## src/rtl/alu_pkg.sv

```systemverilog
// Shared constants and flag indexing for the registered adder ALU.
package alu_pkg;

  localparam int unsigned DEFAULT_WIDTH = 16;
  localparam int unsigned NUM_FLAGS     = 5;

  // Bit positions of each status flag within the packed flag vector.
  typedef enum logic [2:0] {
    SIGN     = 3'd0,
    ZERO     = 3'd1,
    CARRY    = 3'd2,
    PARITY   = 3'd3,
    OVERFLOW = 3'd4
  } flag_idx_e;

endpackage

```

## src/rtl/alu_flags.sv

```systemverilog
// Combinational adder: produces the modular sum and the five status flags.
module alu_flags
  import alu_pkg::*;
#(
  parameter int unsigned WIDTH = DEFAULT_WIDTH
) (
  input  logic [WIDTH-1:0]     x,
  input  logic [WIDTH-1:0]     y,
  output logic [WIDTH-1:0]     sum,
  output logic [NUM_FLAGS-1:0] flags
);

  logic [WIDTH:0] full;

  // Single unsigned WIDTH+1-bit addition; every flag derives from it and the operand MSBs.
  always_comb begin
    full            = {1'b0, x} + {1'b0, y};
    sum             = full[WIDTH-1:0];
    flags           = '0;
    flags[SIGN]     = full[WIDTH-1];
    flags[ZERO]     = (full[WIDTH-1:0] == '0);
    flags[CARRY]    = full[WIDTH];
    flags[PARITY]   = ~^full[WIDTH-1:0];
    flags[OVERFLOW] = (x[WIDTH-1] & y[WIDTH-1] & ~full[WIDTH-1]) |
                      (~x[WIDTH-1] & ~y[WIDTH-1] & full[WIDTH-1]);
  end

endmodule

```

## src/rtl/alu.sv

```systemverilog
// Registered ALU: one-cycle-latency sum and flags with asynchronous active-low reset.
module alu
  import alu_pkg::*;
#(
  parameter int unsigned WIDTH = DEFAULT_WIDTH
) (
  input  logic             clk,
  input  logic             rst_n,
  input  logic [WIDTH-1:0] x,
  input  logic [WIDTH-1:0] y,
  output logic [WIDTH-1:0] z,
  output logic             sign,
  output logic             zero,
  output logic             carry,
  output logic             parity,
  output logic             overflow
);

  logic [WIDTH-1:0]     sum;
  logic [NUM_FLAGS-1:0] flags;
  logic [NUM_FLAGS-1:0] flag_q;

  alu_flags #(.WIDTH(WIDTH)) u_flags (
    .x     (x),
    .y     (y),
    .sum   (sum),
    .flags (flags)
  );

  // Capture the sum and all flags together each edge; reset clears everything at once.
  always_ff @(posedge clk or negedge rst_n) begin
    if (!rst_n) begin
      z      <= '0;
      flag_q <= '0;
    end else begin
      z      <= sum;
      flag_q <= flags;
    end
  end

  assign sign     = flag_q[SIGN];
  assign zero     = flag_q[ZERO];
  assign carry    = flag_q[CARRY];
  assign parity   = flag_q[PARITY];
  assign overflow = flag_q[OVERFLOW];

endmodule

```

## config.mk

```make
export PLATFORM = sky130hd
export DESIGN_NAME = alu
export DESIGN_NICKNAME = d
export VERILOG_FILES = /design/src/rtl/alu_pkg.sv /design/src/rtl/alu_flags.sv /design/src/rtl/alu.sv
export SDC_FILE = /design/constraint.sdc
export NUM_CORES = 1
export LEC_CHECK = 0
export ABC_AREA = 1
export BUFFER_PORTS_ARGS = -buffer_cell sky130_fd_sc_hd__buf_4
export CORE_ASPECT_RATIO = 1.1
export CORE_MARGIN = 5
export CORE_UTILIZATION = 45
export CTS_CLUSTER_SIZE = 20
export DETAILED_ROUTE_END_ITERATION = 8
export PLACE_DENSITY = 0.81
export SYNTH_ARGS = -nofsm -noshare
export SYNTH_HDL_FRONTEND = slang
export SYNTH_SLANG_ARGS = --single-unit
export TNS_END_PERCENT = 20
```

## constraint.sdc

```tcl
create_clock -name clk -period 1.85 [get_ports clk]
set_clock_uncertainty 0.2 [all_clocks]
set_input_delay 0.0925 -clock clk [delete_from_list [all_inputs] [get_ports clk]]
set_output_delay 0.0925 -clock clk [all_outputs]
set_load 0.02 [all_outputs]
```

==> out/metrics.csv, run 1 <==
stage,metric,value,unit
floorplanning,die_w,69.3,µm
clocking,cts_tree,yes,
placement,port_buffers,54,
critical_path,worst_setup_path_end_kind,register,
power_and_ir_drop,p_leak,0.00150,µW
critical_path,start_kind,input port,
logic_synthesis,avgSynthCellArea,7.95,µm²
critical_path,critPathLaunch,y[7],
global_route,grt_busiest_layer,met2,
cells_and_area,regArea,500,µm²
critical_path,path_max_fanout,3,
route,drt_pass1_iterations,5,
clocking,cts-buffers-inserted,3,
timing,rsz0062_at_grt,yes,
timing,slew_viol_final,0,
route,vias_per_cell,4.82,
logic_synthesis,synth_cell_type_count,26,
timing,setup_ws,-0.485,ns
floorplanning,io_pins,55,
logic_synthesis,synth_edf_count,0,
route,drcViolationCount,0,
clocking,cts.sinks,20,
timing,fin_crit_sh,1.26,
clocking,cts-root-buf,clkbuf_8,
clocking,cts_max_path_buffers,2,
logic_synthesis,ys_warn_count,0,
logic_synthesis,dominantRegCellSynth,dfrtp_1,
logic_synthesis,synthTopCellsByCount,"48 x nand2_1, 34 x inv_1, 25 x ha_1",
timing,fmax,428,MHz
critical_path,slowest_delay,0.34,ns
global_route,grt_pass1_wl,7.27,mm
critical_path,cp_top_family,adder cells,
placement,place_area,2520,µm²
placement,dp_hpwl,3.39,mm
floorplanning,dieArea,5220,µm²
critical_path,cp_data_required_time,1.82,ns
critical_path,critPathKind,in -> reg,
global_route,grt_pass1_vias,1733,
logic_synthesis,synth_top_area_frac,0.287,
cells_and_area,diodes,0,
min_path,worst_hold_path_type,in -> async,
route,vias,1790,
cells_and_area,drive_gt1_frac,0.505,
placement,gp_congestion,0.849,
global_route,grt.total_usage,0.171,
clocking,htreeDepth,1,
power_and_ir_drop,power.density,820,nW/µm²
cells_and_area,finalNonFillerCells,371,
flow_run,max_cap_viol_count,0,
global_route,gr-total-overflow,0,
logic_synthesis,async_flop_share,1.00,
cells_and_area,finalInstanceArea,2850,µm²
critical_path,arrival,2.30,ns
timing,finalSetupViolations,1,
logic_synthesis,synth_seq_area_share,0.287,
placement,dp.cells,360,
cells_and_area,final_nets,382,
global_route,grt.met2_usage,0.338,
logic_synthesis,synth_seq_cells,20,
critical_path,worst-path-buf-inv,2,
route,routed_wl,4.93,mm
global_route,grtUsageMet1,0.192,
logic_synthesis,synth_area_leaders,"dfrtp_1 29%, ha_1 18%, nand2_1 10%",
route,wl_per_cell,13.3,µm
critical_path,slowest_stage,ha_1,
logic_synthesis,yosys.area.top_type,dfrtp_1,
global_route,grt_max_degree,21,
critical_path,path_cells,buf_4 > ha_1 > inv_1 > o21bai_2 > a21oi_2 > nor2_1 > nor2_2 > nand2_2 > nand2_1 > nand2_1 > ha_1 > xor2_1 > xnor2_1 > xnor2_1,
clocking,clk_pin_slew_worst_paths,0.07,ns
cells_and_area,syn2layout_area_growth,63.8,%
timing,maxSlewHeadroom,0.813,
timing,worst_slew_pin_slew,0.279,ns
floorplanning,initial_core_util,0.473,
floorplanning,die_height,75.3,µm
cells_and_area,multi_input_area,1290,µm²
global_route,met3_usage,0.0214,
outcome,status,"complete, but fails checks",
logic_synthesis,syn_nets,279,
global_route,antenna_found_initial,0,
outcome,violations,setup timing,
power_and_ir_drop,ir_drop,0.307,mV
route,dr.first_iter.drc_count,80,
cells_and_area,num-fill-cells,236,
logic_synthesis,synthCells,219,
logic_synthesis,synth_area,1740,µm²
timing,hold_viol_final,0,
timing,min_period,2.34,ns
floorplanning,placementRows,23,
power_and_ir_drop,total_power,2340,µW
route,antenna_left,0,
floorplanning,core,3680,µm²
logic_synthesis,synth.most_common_cell,nand2_1,
## repair_timing
item / 4_1_cts / 5_1_grt
pin swaps: 15 / 10
resized for setup: 16 / 22
hold buffers: 2 / 0
setup endpoints to repair: 1 / 2
setup buffers: 3 / 2
cloned: 0 / 0
endpoints found under the hold margin: 21 / 0
## registers in the layout, summed over array words and instances, names as in the netlist
| register | count |
|---|---|
| flag_q | 5 |
| z | 15 |
## worst paths after layout
path                                       end  slack (ns)  depth (start not counted)
max                        flag_q[3]$_DFF_PN0_       -0.49                         14
min                             z[2]$_DFF_PN0_        0.03                          2
max in group asynchronous      z[12]$_DFF_PN0_        1.22                          2
min in group clk           flag_q[4]$_DFF_PN0_        0.07                          4
## metal layers
| metal | share of wire | vias up |
|---|---|---|
| li1 | - | 890 |
| met1 | 0.40 | 826 |
| met2 | 0.54 | 65 |
| met5 | 0 | - |
| met3 | 0.050 | 9 |
| met4 | 0.016 | 0 |
## cells by family after synthesis
group,count (synthesis),synth area share
compound gates,21,0.0848
fa+ha+maj,26,0.191
xor+xnor,22,0.111
flops,20,0.287
buf+inv,41,0.0970
simple gates,89,0.229
## layout by cell type (no fill, tap or decap), types with 5 or more instances in the layout
cell type and count:
buf_4 99, nand2_1 42, inv_1 33, dfrtp_1 20
nand2_2 16, ha_1 15, nor2_1 11, xnor2_1 11
xor2_1 8, ha_4 8, a21oi_2 7, nor2_2 5
nand3_1 5
## cell type report
cell class / instances / area share
clock buffer: 3 / 0.0145
clock inverter: 1 / 0.0105
inverter: 36 / 0.0474
multi-input combinational: 158 / 0.454
sequential: 20 / 0.175
tap: 50 / 0.0219
timing repair buffer: 103 / 0.277
## per-stage QoR
| stage | worst slack [ns] | hold slack (ns) | TNS [ns] | utilization |
|---|---|---|---|---|
| 6_report | -0.485 | 0.0348 | -0.485 | 0.774 |
| 5_1_grt | -0.647 | 0.0946 | -0.704 | 0.774 |
| 3_3_place_gp | -0.510 | -0.228 | -0.629 | 0.683 |
| 2_1_floorplan | -0.320 | -0.403 | -0.320 | - |
| 4_1_cts | -0.299 | 0.0443 | -0.299 | 0.735 |
| 3_5_place_dp | -0.560 | -0.226 | -0.705 | 0.683 |
## report_power, final
| part | internal [µW] | leakage, µW | total, µW | switching, µW |
|---|---|---|---|---|
| clock network | 288 | 0.0000357 | 422 | 134 |
| logic | 685 | 0.00123 | 1360 | 680 |
| registers | 529 | 0.000238 | 551 | 21.7 |
(Power assumes the default switching activity.)
==> run 2, diff against run 1 <==
- ABC_AREA: 1 -> unset
- PLACE_DENSITY: 0.81 -> 0.82
- clock period: 1.85 -> 2.43 ns (I/O delays scaled with it)
==> out/metrics.csv, run 2 <==
stage,metric,value,unit,change
route,vias_per_cell,4.80,,-0.51%
power_and_ir_drop,ir_drop,0.209,mV,-32%
timing,maxSlewHeadroom,0.758,,-0.0547
route,routed_wl,3.63,mm,-26%
route,drcViolationCount,0,,unchanged
cells_and_area,diodes,0,,unchanged
timing,setup_ws,-0.167,ns,+0.318 ns
clocking,htreeDepth,1,,unchanged
placement,port_buffers,54,,unchanged
timing,hold_viol_final,0,,unchanged
placement,gp_congestion,0.843,,-0.77%
floorplanning,dieArea,4870,µm²,-6.6%
cells_and_area,largest_reg_flops,15,,unchanged
clocking,cts-root-buf,clkbuf_4,,
power_and_ir_drop,p_clk_frac,0.123,,-0.058
route,vias,1488,,-17%
outcome,status,"complete, but fails checks",,
critical_path,start_kind,input port,,
logic_synthesis,dominantRegCellSynth,dfrtp_1,,
outcome,violations,setup timing,,
logic_synthesis,avgSynthCellArea,9.87,µm²,+24%
floorplanning,io_pins,55,,unchanged
critical_path,arrival,2.62,ns,+0.32 ns
floorplanning,placementRows,22,,-4.3%
global_route,gr-total-overflow,0,,unchanged
critical_path,critPathKind,in -> reg,,
critical_path,worst_setup_path_end_kind,register,,
global_route,grt.total_usage,0.161,,-0.0101
timing,worst_slew_pin_slew,0.359,ns,+0.0802 ns
logic_synthesis,synthCells,163,,-26%
power_and_ir_drop,power.share.sequential,0.281,,+0.045
cells_and_area,mostFrequentLayoutCells,"93 x buf_4, 23 x ha_1, 20 x dfrtp_1",,
route,dr.first_iter.drc_count,40,,-50%
cells_and_area,top_register,z,,
cells_and_area,syn2layout_area_growth,55.8,%,
power_and_ir_drop,p_int,966,µW,-36%
timing,fin_crit_sh,1.07,,
critical_path,path_max_fanout,3,,unchanged
power_and_ir_drop,switchingPower,522,µW,-37%
floorplanning,die_w,67.0,µm,-3.3%
timing,fmax,385,MHz,
timing,finalSetupViolations,1,,unchanged
cells_and_area,drive_gt1_frac,0.462,,-0.0428
logic_synthesis,synth_seq_cells,20,,unchanged
clocking,clk_pin_slew_worst_paths,0.10,ns,+0.03 ns
cells_and_area,utilization,0.741,,-0.0339
global_route,grt_pass1_vias,1467,,-15%
logic_synthesis,synth_area,1610,µm²,-7.6%
floorplanning,initial_core_util,0.475,,+0.00241
clocking,cts_tree,yes,,
cells_and_area,num-fill-cells,244,,+3.4%
cells_and_area,final_nets,323,,-15%
logic_synthesis,async_flop_share,1.00,,unchanged
power_and_ir_drop,p_sw_frac,0.351,,-0.00614
logic_synthesis,synth_edf_count,0,,unchanged
flow_run,max_cap_viol_count,0,,unchanged
timing,slew_viol_final,0,,unchanged
cells_and_area,final_common_cell,buf_4,,
logic_synthesis,yosys.area.top_type,dfrtp_1,,
logic_synthesis,synth_seq_area_share,0.311,,+0.0237
clocking,cts-buffers-inserted,3,,unchanged
route,antenna_left,0,,unchanged
logic_synthesis,ys_warn_count,0,,unchanged
logic_synthesis,syn_nets,223,,-20%
power_and_ir_drop,power.density,593,nW/µm²,-28%
critical_path,cp_data_required_time,2.46,ns,+0.64 ns
clocking,cts.sinks,20,,unchanged
logic_synthesis,synth.most_common_cell,ha_1,,
power_and_ir_drop,power_frac_comb,0.596,,+0.012
placement,dp_hpwl,3.03,mm,-11%
logic_synthesis,synth_top_area_frac,0.311,,+0.0237
power_and_ir_drop,total_power,1490,µW,-36%
global_route,grt_pass1_wl,6.11,mm,-16%
cells_and_area,reg.largest.list,"z: 15 flops, flag_q: 5 flops",,
logic_synthesis,synthTopCellsByCount,"25 x ha_1, 20 x dfrtp_1, 17 x inv_1",,
clocking,cts_max_path_buffers,2,,unchanged
route,drt_pass1_iterations,4,,-1
route,wl_per_cell,11.7,µm,-12%
floorplanning,die_height,72.7,µm,-3.4%
global_route,antenna_found_initial,0,,unchanged
power_and_ir_drop,p_leak,0.00130,µW,-14%
timing,min_period,2.60,ns,
logic_synthesis,synth_cell_type_count,42,,+62%
timing,rsz0062_at_grt,yes,,
logic_synthesis,synth_area_leaders,"dfrtp_1 31%, ha_1 19%, xnor2_1 7.1%",,
timing,fin_hold_ws,0.0129,ns,-0.0220 ns
min_path,worst_hold_path_type,in -> async,,
floorplanning,core,3390,µm²,-8.1%
global_route,grt_max_degree,21,,unchanged
==> run 2: changes by cell type after synthesis, sizes merged, moves of 3 or more <==
| cell | before | now |
|---|---|---|
| a21o | 1 | 9 |
| nor2 | 16 | 8 |
| a21oi | 13 | 10 |
| o31a | 0 | 3 |
| inv | 36 | 18 |
| nand3 | 9 | 2 |
| nand2 | 58 | 8 |
| o21bai | 4 | 1 |
| o21ai | 3 | 11 |
==> run 2: cell type report <==
cell class,count,area (µm²),area share
multi-input cells,120,1070,0.428
repair buffers,100,771,0.307
clock buffers,4,36.3,0.0145
well taps,48,60.1,0.0240
inverters,18,67.6,0.0269
flip-flops and latches,20,500,0.200
==> run 2: worst paths after layout <==
path	startpoint	endpoint	slack, ns	depth (start not counted)
max in group asynchronous	rst_n	z[13]$_DFF_PN0_	1.82	2
min	rst_n	z[1]$_DFF_PN0_	0.01	2
max	x[0]	flag_q[3]$_DFF_PN0_	-0.17	14
min in group clk	y[15]	flag_q[4]$_DFF_PN0_	0.02	3
==> run 2: timing repair <==
item                                    in CTS  in global routing
buffers inserted                             3                  2
endpoints found under the setup margin       1                  1
pin swaps                                   10                  5
hold buffers                                 5                  0
hold endpoints to repair                    23                  0
gates resized for setup                      3                  5
cloned                                       0                  0
==> run 2: cell families (layout without fill, tap and decap cells) <==
kind of cell               count (synthesis)  after routing  share of synthesized area
DFF                                       20             20                      0.311
adders and majority gates                 26             26                      0.207
xor gates and xnor gates                  20             20                      0.109
and+or+nand+nor                           27             27                     0.0910
AOI/OAI and AO/OA                         45             45                      0.210
muxes                                      2              2                     0.0132
buffers and inverters                     23            122                     0.0591
==> run 2: layer usage <==
metal  GRT usage  up-vias  wire length [µm]  part of all wire
li1            -      762                 -                 -
met1       0.193      683              1510              0.42
met2       0.288       36              1870              0.51
met3      0.0139        7               155             0.043
met4      0.0676        0                95             0.026
met5           0        -                 0                 0
==> run 2: worst max-delay path: stages <==
cell	delay, ns
buf_6	0.10
ha_4	0.15
inv_2	0.05
fa_2	0.23
nor2b_4	0.05
o31a_1	0.26
o31a_4	0.31
a31oi_4	0.16
mux2i_2	0.25
o2111a_1	0.20
ha_1	0.26
xnor2_2	0.15
xnor2_1	0.20
xnor2_1	0.14
==> run 2: through the flow <==
stage               area [µm²]  std cells  setup TNS [ns]  setup WS [ns]
finish                    2510        310          -0.167         -0.167
global route              2510        310          -0.254         -0.254
CTS                       2460        308          -0.150         -0.150
detailed placement        2330        296          -0.880         -0.612
global placement          2330        296          -0.757         -0.547
floorplan                 1620        163          -0.362         -0.362
==> run 2: power groups by stage <==
stage,Sequential [µW],Clock (µW),Combinational [µW]
finish,418,184,886
global route,425,211,970
CTS,419,181,851
detailed placement,426,0,829
global placement,425,0,801
floorplan,511,0,427
==> run 3, diff against run 2 <==
- clock period: 2.43 -> 3.1 ns (I/O delays scaled with it)
==> out/metrics.csv, run 3 (synthesis gave the netlist of run 2 again) <==
stage,metric,value,unit,change
power_and_ir_drop,p_sw_frac,0.366,,+0.0146
route,drt_pass1_iterations,5,,+1
critical_path,start_kind,input port,,
global_route,grt.total_usage,0.134,,-0.0265
cells_and_area,utilization,0.626,,-0.115
placement,port_buffers,54,,unchanged
timing,min_period,2.81,ns,
cells_and_area,final_nets,283,,-12%
power_and_ir_drop,power.share.sequential,0.322,,+0.041
clocking,cts_setup_buffers,0,,-3
power_and_ir_drop,power.density,481,nW/µm²,-19%
clocking,cts-root-buf,clkbuf_4,,
min_path,hold_path_depth,3,,
timing,setup_tns,0,ns,+0.167 ns
power_and_ir_drop,p_clk_frac,0.106,,-0.017
power_and_ir_drop,p_int,646,µW,-33%
cells_and_area,final_common_cell,buf_4,,
timing,hold_viol_final,0,,unchanged
floorplanning,placementRows,22,,unchanged
critical_path,path_max_fanout,4,,+1
power_and_ir_drop,p_leak,0.00109,µW,-16%
cells_and_area,reg.largest.list,"z: 15 flops, flag_q: 5 flops",,
timing,worst_slew_pin_slew,0.406,ns,+0.0465 ns
cells_and_area,drive_gt1_frac,0.335,,-0.127
clocking,cts-buffers-inserted,3,,unchanged
placement,place_area,2080,µm²,-11%
placement,dp_hpwl,2.77,mm,-8.6%
route,wl_per_cell,11.7,µm,about the same
route,antenna_left,0,,unchanged
cells_and_area,syn2layout_area_growth,31.7,%,
route,routed_wl,3.15,mm,-13%
cells_and_area,finalInstanceArea,2120,µm²,-15%
min_path,worst_hold_path_type,in -> reg,,
timing,slew_viol_final,0,,unchanged
clocking,cts.sinks,20,,unchanged
route,drcViolationCount,0,,unchanged
global_route,gr-total-overflow,0,,unchanged
clocking,htreeDepth,1,,unchanged
min_path,hold_path.startpoint,x[15],,
power_and_ir_drop,ir_drop,0.169,mV,-19%
timing,fin_crit_sh,0.907,,
route,vias_per_cell,4.87,,+1.5%
critical_path,critPathKind,in -> reg,,
power_and_ir_drop,power_frac_comb,0.572,,-0.024
route,vias,1311,,-12%
cells_and_area,largest_reg_flops,15,,unchanged
timing,fin_hold_ws,0.0376,ns,+0.0248 ns
placement,gp_congestion,0.821,,-2.6%
floorplanning,dieArea,4870,µm²,unchanged
critical_path,arrival,2.82,ns,+0.20 ns
floorplanning,io_pins,55,,unchanged
outcome,status,"finished, final reports clean",,
cells_and_area,num-fill-cells,318,,+30%
timing,rsz0062_at_grt,no,,
global_route,antenna_found_initial,0,,unchanged
global_route,grt_pass1_vias,1276,,-13%
min_path,holdPathEnd,flag_q[2]$_DFF_PN0_,,
floorplanning,die_w,67.0,µm,unchanged
floorplanning,core,3390,µm²,unchanged
flow_run,max_cap_viol_count,0,,unchanged
critical_path,cp_data_required_time,3.11,ns,+0.65 ns
timing,maxSlewHeadroom,0.727,,-0.0313
clocking,clk_pin_slew_worst_paths,0.09,ns,about the same
route,dr.first_iter.drc_count,56,,+40%
clocking,cts_tree,yes,,
timing,finalSetupViolations,0,,-1
global_route,grt_max_degree,21,,unchanged
cells_and_area,diodes,0,,unchanged
timing,fmax,356,MHz,
cells_and_area,mostFrequentLayoutCells,"58 x buf_4, 25 x ha_1, 20 x dfrtp_1",,
floorplanning,die_height,72.7,µm,unchanged
power_and_ir_drop,switchingPower,373,µW,-29%
floorplanning,initial_core_util,0.475,,unchanged
global_route,grt_pass1_wl,5.24,mm,-14%
cells_and_area,top_register,z,,
clocking,cts_max_path_buffers,2,,unchanged
critical_path,worst_setup_path_end_kind,register,,
==> run 3: cell count changes in the layout (fill, tap and decap cells not counted), sizes merged <==
cell / change
buf: -37
clkbuf: -1
dlygate4sd3: -3
==> run 3: layer usage <==
metal / share of wire / GRT usage / vias to the layer above
li1: - / - / 683
met1: 0.46 / 0.180 / 586
met2: 0.48 / 0.227 / 36
met3: 0.048 / 0.00616 / 6
met4: 0.013 / 0.0473 / 0
met5: 0 / 0 / -
==> run 3: metrics by stage <==
step | total power (µW) | std cells | setup WS (ns)
after detailed placement | 919 | 264 | 0.00701
after floorplan | 734 | 163 | 0.229
after CTS | 1030 | 269 | 0.285
final | 1020 | 269 | 0.287
after global routing | 1090 | 269 | 0.156
after global placement | 899 | 264 | 0.0432
==> run 3: area by class of cell <==
type                    instances  area, µm²  area share
flip-flops and latches         20        500       0.236
clock buffers                   3       22.5      0.0106
repair buffers                 60        455       0.215
multi-input cells             120       1010       0.478
well taps                      48       60.1      0.0283
inverters                      18       67.6      0.0319
==> run 3: worst max-delay path by stage <==
| stage | from | end | slack (ns) | depth (start not counted) |
|---|---|---|---|---|
| floorplan | y[0] | flag_q[3]$_DFF_PN0_ | 0.23 | 13 |
| global placement | y[0] | flag_q[3]$_DFF_PN0_ | 0.04 | 14 |
| detailed placement | y[0] | flag_q[3]$_DFF_PN0_ | 0.007 | 14 |
| CTS | y[0] | flag_q[3]$_DFF_PN0_ | 0.28 | 14 |
| global route | y[0] | flag_q[3]$_DFF_PN0_ | 0.16 | 14 |
| finish | y[0] | flag_q[3]$_DFF_PN0_ | 0.29 | 14 |
==> run 3: worst max-delay path, stage by stage <==
cell	delay, ns
buf_4	0.11
ha_1	0.20
inv_1	0.07
fa_1	0.26
nor2b_4	0.06
o31a_1	0.26
o31a_4	0.31
a31oi_4	0.22
mux2i_1	0.25
o2111a_1	0.21
ha_1	0.24
xnor2_1	0.19
xnor2_1	0.15
xnor2_1	0.13
==> run 3: repair_timing <==
item	CTS	global route
resized for setup	0	0
hold buffers	2	0
hold endpoints to repair	21	0
==> run 3: power groups by stage <==
stage	Sequential (µW)	Clock, µW	Combinational [µW]
3_5_place_dp	334	0	584
4_1_cts	329	110	589
6_report	328	108	583
2_1_floorplan	400	0	333
3_3_place_gp	334	0	566
5_1_grt	334	122	638
